<file path="config.mk">
export PLATFORM = sky130hd
export DESIGN_NAME = spwm_param_calc_flat
export DESIGN_NICKNAME = d
export VERILOG_FILES = /design/src/rtl/spwm_param_calc_pkg.sv /design/src/rtl/spwm_param_calc_if.sv /design/src/rtl/spwm_seq_div.sv /design/src/rtl/spwm_param_calc.sv /design/src/flat_wrapper.sv
export SDC_FILE = /design/constraint.sdc
export NUM_CORES = 1
export LEC_CHECK = 0
export CELL_PAD_IN_SITES_DETAIL_PLACEMENT = 0
export CELL_PAD_IN_SITES_GLOBAL_PLACEMENT = 1
export CORE_UTILIZATION = 49
export CTS_BUF_LIST = sky130_fd_sc_hd__clkbuf_8
export CTS_CLUSTER_SIZE = 16
export DETAILED_ROUTE_END_ITERATION = 8
export GPL_TIMING_DRIVEN = 0
export PLACE_DENSITY = 0.95
export SYNTH_ARGS = -nofsm -noshare
export SYNTH_HDL_FRONTEND = slang
export SYNTH_SLANG_ARGS = --single-unit
</file>
<file path="constraint.sdc">
create_clock -name Clk -period 6.55 [get_ports Clk]
set_input_delay 1.31 -clock Clk [delete_from_list [all_inputs] [get_ports Clk]]
set_output_delay 1.31 -clock Clk [all_outputs]
set_load 0.01 [all_outputs]
</file>
<file path="src/rtl/spwm_param_calc_pkg.sv">
// Shared types and elaboration helpers for the SPWM parameter calculator.
// Rounding division is selected with SPWM_ROUND_EN.
package spwm_pkg;

   typedef enum logic [2:0] {
      IDLE,
      DIV1,
      DIV2,
      ZERO1,
      ZERO2,
      DONE
   } state_e;

   function automatic int unsigned quarter_of(input int unsigned pwm_hz);
      return pwm_hz / 4;
   endfunction

   function automatic int unsigned period_of(input int unsigned clk_hz,
                                             input int unsigned pwm_hz);
      return clk_hz / pwm_hz;
   endfunction

   // Clamp an unsigned value to the largest w-bit number.
   function automatic logic [31:0] sat_u(input logic [31:0] x,
                                         input int unsigned w);
      logic [31:0] lim;
      lim = (w >= 32) ? '1 : ((32'd1 << w) - 32'd1);
      return (x > lim) ? lim : x;
   endfunction

endpackage

</file>
<file path="src/rtl/spwm_param_calc_if.sv">
// Start/result bundle between frequency selector, calculator and generator.
// The calculator sits on the slave side.
interface spwm_param_calc_if #(
   parameter int unsigned FREC_W   = 8,
   parameter int unsigned CICLOS_W = 11,
   parameter int unsigned CTE_W    = 16
);
   logic                Start;
   logic [FREC_W-1:0]   Frec;
   logic                Busy;
   logic                Valid;
   logic                Err;
   logic [CICLOS_W-1:0] Ciclos_pwm;
   logic [CTE_W-1:0]    Cte;

   modport master (
      output Start, Frec,
      input  Busy, Valid, Err, Ciclos_pwm, Cte
   );

   modport slave (
      input  Start, Frec,
      output Busy, Valid, Err, Ciclos_pwm, Cte
   );
endinterface

</file>
<file path="src/rtl/spwm_seq_div.sv">
// Restoring divider, one quotient bit per clock, W clocks per division.
// Dividend carries one extra MSB so a rounding bias fits without widening W.
module spwm_seq_div #(
   parameter int unsigned W = 16
) (
   input  logic         clk_i,
   input  logic         rst_ni,
   input  logic         start_i,
   input  logic [W:0]   dividend_i,
   input  logic [W-1:0] divisor_i,
   output logic         done_o,
   output logic         dbz_o,
   output logic [W-1:0] quot_o
);
   localparam int unsigned CW = $clog2(W + 1);

   logic [W-1:0]  rem_q, rem_d;
   logic [W-1:0]  quo_q, quo_d;
   logic [CW-1:0] cnt_q, cnt_d;
   logic          act_q, act_d;
   logic [W:0]    trial;
   logic          ge;

   assign trial  = {rem_q, quo_q[W-1]};
   assign ge     = (trial >= {1'b0, divisor_i});
   assign quot_o = {quo_q[W-2:0], ge};
   assign done_o = act_q && (cnt_q == CW'(1));
   assign dbz_o  = act_q && (divisor_i == '0);

   always_comb begin
      rem_d = rem_q;
      quo_d = quo_q;
      cnt_d = cnt_q;
      act_d = act_q;
      if (start_i) begin
         // The extra MSB is always below the divisor, so it seeds the remainder.
         rem_d = {{(W-1){1'b0}}, dividend_i[W]};
         quo_d = dividend_i[W-1:0];
         cnt_d = CW'(W);
         act_d = 1'b1;
      end else if (act_q) begin
         rem_d = ge ? W'(trial - {1'b0, divisor_i}) : trial[W-1:0];
         quo_d = quot_o;
         cnt_d = cnt_q - CW'(1);
         act_d = (cnt_q != CW'(1));
      end
   end

   always_ff @(posedge clk_i) begin
      if (!rst_ni) begin
         rem_q <= '0;
         quo_q <= '0;
         cnt_q <= '0;
         act_q <= 1'b0;
      end else begin
         rem_q <= rem_d;
         quo_q <= quo_d;
         cnt_q <= cnt_d;
         act_q <= act_d;
      end
   end
endmodule

</file>
<file path="src/rtl/spwm_param_calc.sv">
// Computes carrier cycles per sine quarter and duty increment from Frec.
// Define SPWM_ROUND_EN for round-to-nearest division.
module spwm_param_calc
   import spwm_pkg::*;
#(
   parameter int unsigned CLK_HZ   = 50_000_000,
   parameter int unsigned PWM_HZ   = 5_000,
   parameter int unsigned FREC_W   = 8,
   parameter int unsigned CICLOS_W = 11,
   parameter int unsigned CTE_W    = 16,
   parameter int unsigned DIV_W    = 16
) (
   input  logic               Clk,
   input  logic               Rst_n,
   spwm_param_calc_if.slave   bus
);
   localparam int unsigned QUARTER = quarter_of(PWM_HZ);
   localparam int unsigned PERIOD  = period_of(CLK_HZ, PWM_HZ);
   localparam logic [DIV_W:0] QUARTER_V = (DIV_W+1)'(QUARTER);
   localparam logic [DIV_W:0] PERIOD_V  = (DIV_W+1)'(PERIOD);

   state_e              state_q, state_d;
   logic [FREC_W-1:0]   Frec_q, Frec_d;
   logic [CICLOS_W-1:0] Ciclos_q, Ciclos_d;
   logic [CICLOS_W-1:0] Cout_q, Cout_d;
   logic [CTE_W-1:0]    Cte_q, Cte_d;
   logic [CTE_W-1:0]    Tout_q, Tout_d;
   logic                Err_q, Err_d;
   logic                Valid_q, Valid_d;

   logic                div_start;
   logic                div_done;
   logic                div_dbz;
   logic [DIV_W:0]      div_dvd;
   logic [DIV_W-1:0]    div_dvs;
   logic [DIV_W-1:0]    div_quot;
   logic [DIV_W-1:0]    frec_ext;
   logic [CICLOS_W-1:0] ciclos_sat;
   logic [CTE_W-1:0]    cte_sat;

   assign frec_ext   = DIV_W'(bus.Frec);
   assign div_dvs    = (state_q == DIV2) ? DIV_W'(Ciclos_q) : DIV_W'(Frec_q);
   assign ciclos_sat = CICLOS_W'(sat_u(32'(div_quot), CICLOS_W));
   assign cte_sat    = CTE_W'(sat_u(32'(div_quot), CTE_W));

   assign bus.Busy       = (state_q != IDLE);
   assign bus.Valid      = Valid_q;
   assign bus.Err        = Err_q;
   assign bus.Ciclos_pwm = Cout_q;
   assign bus.Cte        = Tout_q;

   always_comb begin
      state_d   = state_q;
      Frec_d    = Frec_q;
      Ciclos_d  = Ciclos_q;
      Cte_d     = Cte_q;
      Cout_d    = Cout_q;
      Tout_d    = Tout_q;
      Err_d     = Err_q;
      Valid_d   = 1'b0;
      div_start = 1'b0;
      div_dvd   = '0;
      unique case (state_q)
         IDLE: begin
            if (bus.Start) begin
               Frec_d = bus.Frec;
               Err_d  = 1'b0;
               if (bus.Frec == '0) begin
                  state_d = ZERO1;
               end else begin
                  state_d   = DIV1;
                  div_start = 1'b1;
`ifdef SPWM_ROUND_EN
                  div_dvd = QUARTER_V + (DIV_W+1)'(frec_ext >> 1);
`else
                  div_dvd = QUARTER_V;
`endif
               end
            end
         end
         DIV1: begin
            if (div_done) begin
               Ciclos_d = ciclos_sat;
               Err_d    = Err_q | div_dbz;
               if (ciclos_sat == '0) begin
                  state_d = ZERO2;
               end else begin
                  // Second pass starts back-to-back on the fresh quotient.
                  state_d   = DIV2;
                  div_start = 1'b1;
`ifdef SPWM_ROUND_EN
                  div_dvd = PERIOD_V + (DIV_W+1)'(ciclos_sat >> 1);
`else
                  div_dvd = PERIOD_V;
`endif
               end
            end
         end
         DIV2: begin
            if (div_done) begin
               Cte_d   = cte_sat;
               Err_d   = Err_q | div_dbz;
               state_d = DONE;
            end
         end
         ZERO1: begin
            Ciclos_d = '0;
            Cte_d    = '0;
            Err_d    = 1'b1;
            state_d  = DONE;
         end
         ZERO2: begin
            Cte_d   = '0;
            Err_d   = 1'b1;
            state_d = DONE;
         end
         DONE: begin
            Cout_d  = Ciclos_q;
            Tout_d  = Cte_q;
            Valid_d = 1'b1;
            state_d = IDLE;
         end
         default: state_d = IDLE;
      endcase
   end

   always_ff @(posedge Clk) begin
      if (!Rst_n) begin
         state_q  <= IDLE;
         Frec_q   <= '0;
         Ciclos_q <= '0;
         Cte_q    <= '0;
         Cout_q   <= '0;
         Tout_q   <= '0;
         Err_q    <= 1'b0;
         Valid_q  <= 1'b0;
      end else begin
         state_q  <= state_d;
         Frec_q   <= Frec_d;
         Ciclos_q <= Ciclos_d;
         Cte_q    <= Cte_d;
         Cout_q   <= Cout_d;
         Tout_q   <= Tout_d;
         Err_q    <= Err_d;
         Valid_q  <= Valid_d;
      end
   end

   spwm_seq_div #(
      .W (DIV_W)
   ) u_div (
      .clk_i      (Clk),
      .rst_ni     (Rst_n),
      .start_i    (div_start),
      .dividend_i (div_dvd),
      .divisor_i  (div_dvs),
      .done_o     (div_done),
      .dbz_o      (div_dbz),
      .quot_o     (div_quot)
   );
endmodule

</file>
<file path="src/flat_wrapper.sv">
// flat-port wrapper written by rule: the top's interface ports become plain ports
module spwm_param_calc_flat import spwm_pkg::*;
#(
   parameter int unsigned CLK_HZ   = 50_000_000,
   parameter int unsigned PWM_HZ   = 5_000,
   parameter int unsigned FREC_W   = 8,
   parameter int unsigned CICLOS_W = 11,
   parameter int unsigned CTE_W    = 16,
   parameter int unsigned DIV_W    = 16
)
  (Clk, Rst_n, bus_Start, bus_Frec, bus_Busy, bus_Valid, bus_Err, bus_Ciclos_pwm, bus_Cte);
  spwm_param_calc_if #(.FREC_W(FREC_W), .CICLOS_W(CICLOS_W), .CTE_W(CTE_W)) bus_i ();
  input  logic Clk;
  input  logic Rst_n;
  input wire logic [$bits(bus_i.Start)-1:0] bus_Start;
  input wire logic [$bits(bus_i.Frec)-1:0] bus_Frec;
  output wire logic [$bits(bus_i.Busy)-1:0] bus_Busy;
  output wire logic [$bits(bus_i.Valid)-1:0] bus_Valid;
  output wire logic [$bits(bus_i.Err)-1:0] bus_Err;
  output wire logic [$bits(bus_i.Ciclos_pwm)-1:0] bus_Ciclos_pwm;
  output wire logic [$bits(bus_i.Cte)-1:0] bus_Cte;
  assign bus_i.Start = bus_Start;
  assign bus_i.Frec = bus_Frec;
  assign bus_Busy = bus_i.Busy;
  assign bus_Valid = bus_i.Valid;
  assign bus_Err = bus_i.Err;
  assign bus_Ciclos_pwm = bus_i.Ciclos_pwm;
  assign bus_Cte = bus_i.Cte;
  spwm_param_calc #(.CLK_HZ(CLK_HZ), .PWM_HZ(PWM_HZ), .FREC_W(FREC_W), .CICLOS_W(CICLOS_W), .CTE_W(CTE_W), .DIV_W(DIV_W)) u_core (.Clk(Clk), .Rst_n(Rst_n), .bus(bus_i));
endmodule
</file>
==> results.yml <==
outcome:
  status: "finished, final reports clean"
clock_network:
  cts_resized: 0
  cts_setup_buffers: 0
  holdBufCountCts: 0
  clk_pin_slew_ns: 0.10
  cts_buffers: 9
  htreeDepth: 3
  clock_latency_ns: 0.38
  cts_tree: "done"
  clock-sinks: 105
  cts_buffer_depth: 2
  cts-root-buf: "clkbuf_8"
synth:
  yosys-top-cells-count: "dfxtp_1 (105), nand2_1 (102), a21boi_0 (53)"
  yosysWarnings: 0
  synthFlopType: "dfxtp_1"
  synth_largest_area_cell: "dfxtp_1"
  syn_nets: 616
  synthArstFlopShare_pct: 0
  postSynthCellCount: 591
  synth_edf_count: 0
  synth_area_um2: 5030
  synth_area_per_cell_um2: 8.51
  yosysSeqAreaShare_pct: 41.8
  synth.distinct_cells: 52
  synth_top_cell_area_share_pct: 41.8
  ys_ff_latch: 105
  yosysMostFrequentCell: "dfxtp_1"
  yosys-top-cells-area: "dfxtp_1 (42%), a21boi_0 (7.9%), nand2_1 (7.6%), mux2i_1 (4.4%), nor2_1 (3.7%)"
critical_path:
  worst_r2r_endpoint: "u_core.u_div.rem_q[5]"
  startpoint_type: "flip-flop"
  r2r_slack_ns: 1.71
  worstPathRequired_ns: 6.78
  crit_fanout: 10
  reg2reg_from: "u_core.state_q[1]"
  reg2reg_depth: 15
  endpoint_kind: "flip-flop"
  crit_arrival_ns: 5.08
  critPathKind: "flip-flop to flip-flop"
placement:
  dp_slack_ns: 1.81
  dp.cells: 764
  hpwl_um: 9010
  io_buffers: 40
  routabilityCongestion: 0.898
finish:
  multi_input_area_um2: 2720
  syn_to_final_growth_pct: 15.5
  num_antenna_cells: 0
  fin_cells: 780
  fill_cells: 880
  layout.nets: 667
  fin_util_pct: 58.9
  drive_gt1_share_pct: 5.72
  area.sequential_um2: 2100
sta:
  max_freq_mhz: 206
  slew_headroom_pct: 30.3
  rsz0062_at_grt: "false"
  min_period_ns: 4.84
  setup_slack_ns: 1.71
  finalClockSkew_ns: 0.0127
  period_share_pct: 74.0
  setup_viol: 0
  finalMaxSlewViolations: 0
  max_slew.worst_pin.slew_ns: 1.04
  holdWs_ns: 0.469
  tns_ns: 0
  hold_violations: 0
floorplan:
  core_um2: 9860
  die_area_um2: 10700
  fp.dieH_um: 103
  num_rows: 36
  start_util_pct: 51.0
  io_pins: 41
  die_x_um: 103
routing:
  first_pass_iters: 5
  antenna_left: 0
  drcViolationCount: 0
  routedWlPerCell_um: 15.4
  drt_wl_total_um: 12000
  routed-via-count: 4313
  drtIter0Drc: 192
  viasPerCell: 5.53
power_and_ir_drop:
  p_leak_nw: 2.00
  ir_drop_uv: 157
  power.density_nw_per_um2: 248
global_route:
  grt_util_met2_pct: 38.3
  grt_antenna_before_repair: 0
  gr-total-overflow: 0
  grt_max_degree: 19
  grt_pass1_vias: 4101
  top_usage_layer: "met2"
  met1_usage_pct: 32.3
  grt.total_usage_pct: 24.2
  grt_pass1_wl_um: 19800
  met3_usage_pct: 4.50
hold_path:
  hp-start: "u_core.bus.Ciclos_pwm[6]"
  hold_class: "flip-flop to flip-flop"
  holdPathEnd: "u_core.bus.Ciclos_pwm[6]"
  holdPathStages: 2
flow_run:
  drv_cap: 0
[state kept, by name, summed over array words and instances (netlist names)]
name / cells
u_core.Cte_q: 16
u_core.bus.Cte: 16
u_core.u_div.quo_q: 16
u_core.u_div.rem_q: 16
u_core.Ciclos_q: 11
u_core.bus.Ciclos_pwm: 11
u_core.Frec_q: 8
u_core.u_div.cnt_q: 5
u_core.state_q: 3
u_core.bus.Err: 1
u_core.bus.Valid: 1
u_core.u_div.act_q: 1
[worst max-delay path, cell delays in order (launching register included)]
cell      delay [ns]
dfxtp_1         0.32
buf_2           0.19
inv_1           0.12
nor3_1          0.81
clkbuf_1        0.51
mux2i_1         0.22
ha_1            0.40
and3_1          0.28
nand3_1         0.10
o31ai_1         0.61
a211oi_4        0.12
a21oi_2         0.39
or2_1           0.16
buf_2           0.21
buf_6           0.21
a211oi_2        0.05
[layout make-up]
type / count / area share [%]
Buffer: 38 / 2.78
Clock buffer: 10 / 2.37
Clock inverter: 6 / 1.31
Inverter: 12 / 0.775
Multi-Input combinational cell: 436 / 46.9
Sequential cell: 105 / 36.2
Tap cell: 133 / 2.86
Timing Repair Buffer: 40 / 6.89
[worst max-delay path by stage]
stage / from / endpoint / depth (start not counted) / slack, ns
2_1_floorplan: u_core.state_q[1] / u_core.u_div.rem_q[10] / 15 / 2.81
3_3_place_gp: u_core.state_q[1] / u_core.u_div.rem_q[4] / 15 / 1.87
3_5_place_dp: u_core.state_q[1] / u_core.u_div.rem_q[8] / 15 / 1.81
4_1_cts: u_core.state_q[1] / u_core.u_div.rem_q[5] / 15 / 1.76
5_1_grt: u_core.state_q[1] / u_core.u_div.rem_q[4] / 15 / 1.37
6_report: u_core.state_q[1] / u_core.u_div.rem_q[5] / 15 / 1.71
[cell usage in the layout, fill, tap and decap left out, types with 10 or more instances in the layout]
cell / instances
a211oi_2: 11
a21boi_0: 53
a21oi_1: 22
a22oi_1: 17
clkbuf_1: 30
clkbuf_8: 10
clkdlybuf4s50_1: 40
dfxtp_1: 105
ha_1: 13
inv_1: 13
mux2i_1: 22
nand2_1: 102
nand3_1: 12
nor2_1: 49
nor2b_1: 18
nor3_1: 16
o21ai_0: 22
xnor2_1: 10
[power by group]
group / total, mW / switching, mW / internal, mW
Sequential: 0.679 / 0.0206 / 0.659
Combinational: 0.333 / 0.198 / 0.135
Clock: 0.432 / 0.240 / 0.193
[stage by stage]
step / cell area, um2 / power [mW]
2_1_floorplan: 5030 / 0.946
3_3_place_gp: 5600 / 1.02
3_5_place_dp: 5600 / 1.02
4_1_cts: 5810 / 1.45
5_1_grt: 5810 / 1.51
6_report: 5810 / 1.44
[logic make-up after synthesis]
kind of cell,synth area share [%]
flip-flops,41.8
AND/OR/NAND/NOR,20.8
adder cells (fa/ha/maj),3.63
AO/OA/AOI/OAI,22.7
multiplexers,4.60
buffers and inverters,4.10
XOR/XNOR,2.44
[layer usage]
metal | part of all wire [%] | vias up | wire length, um
met4 | 2.2 | 0 | 263
li1 | - | 2159 | -
met3 | 4.1 | 22 | 495
met1 | 49 | 2030 | 5830
met2 | 45 | 102 | 5410
met5 | 0 | - | 0
No activity file was read; power rests on OpenSTA's default activity.
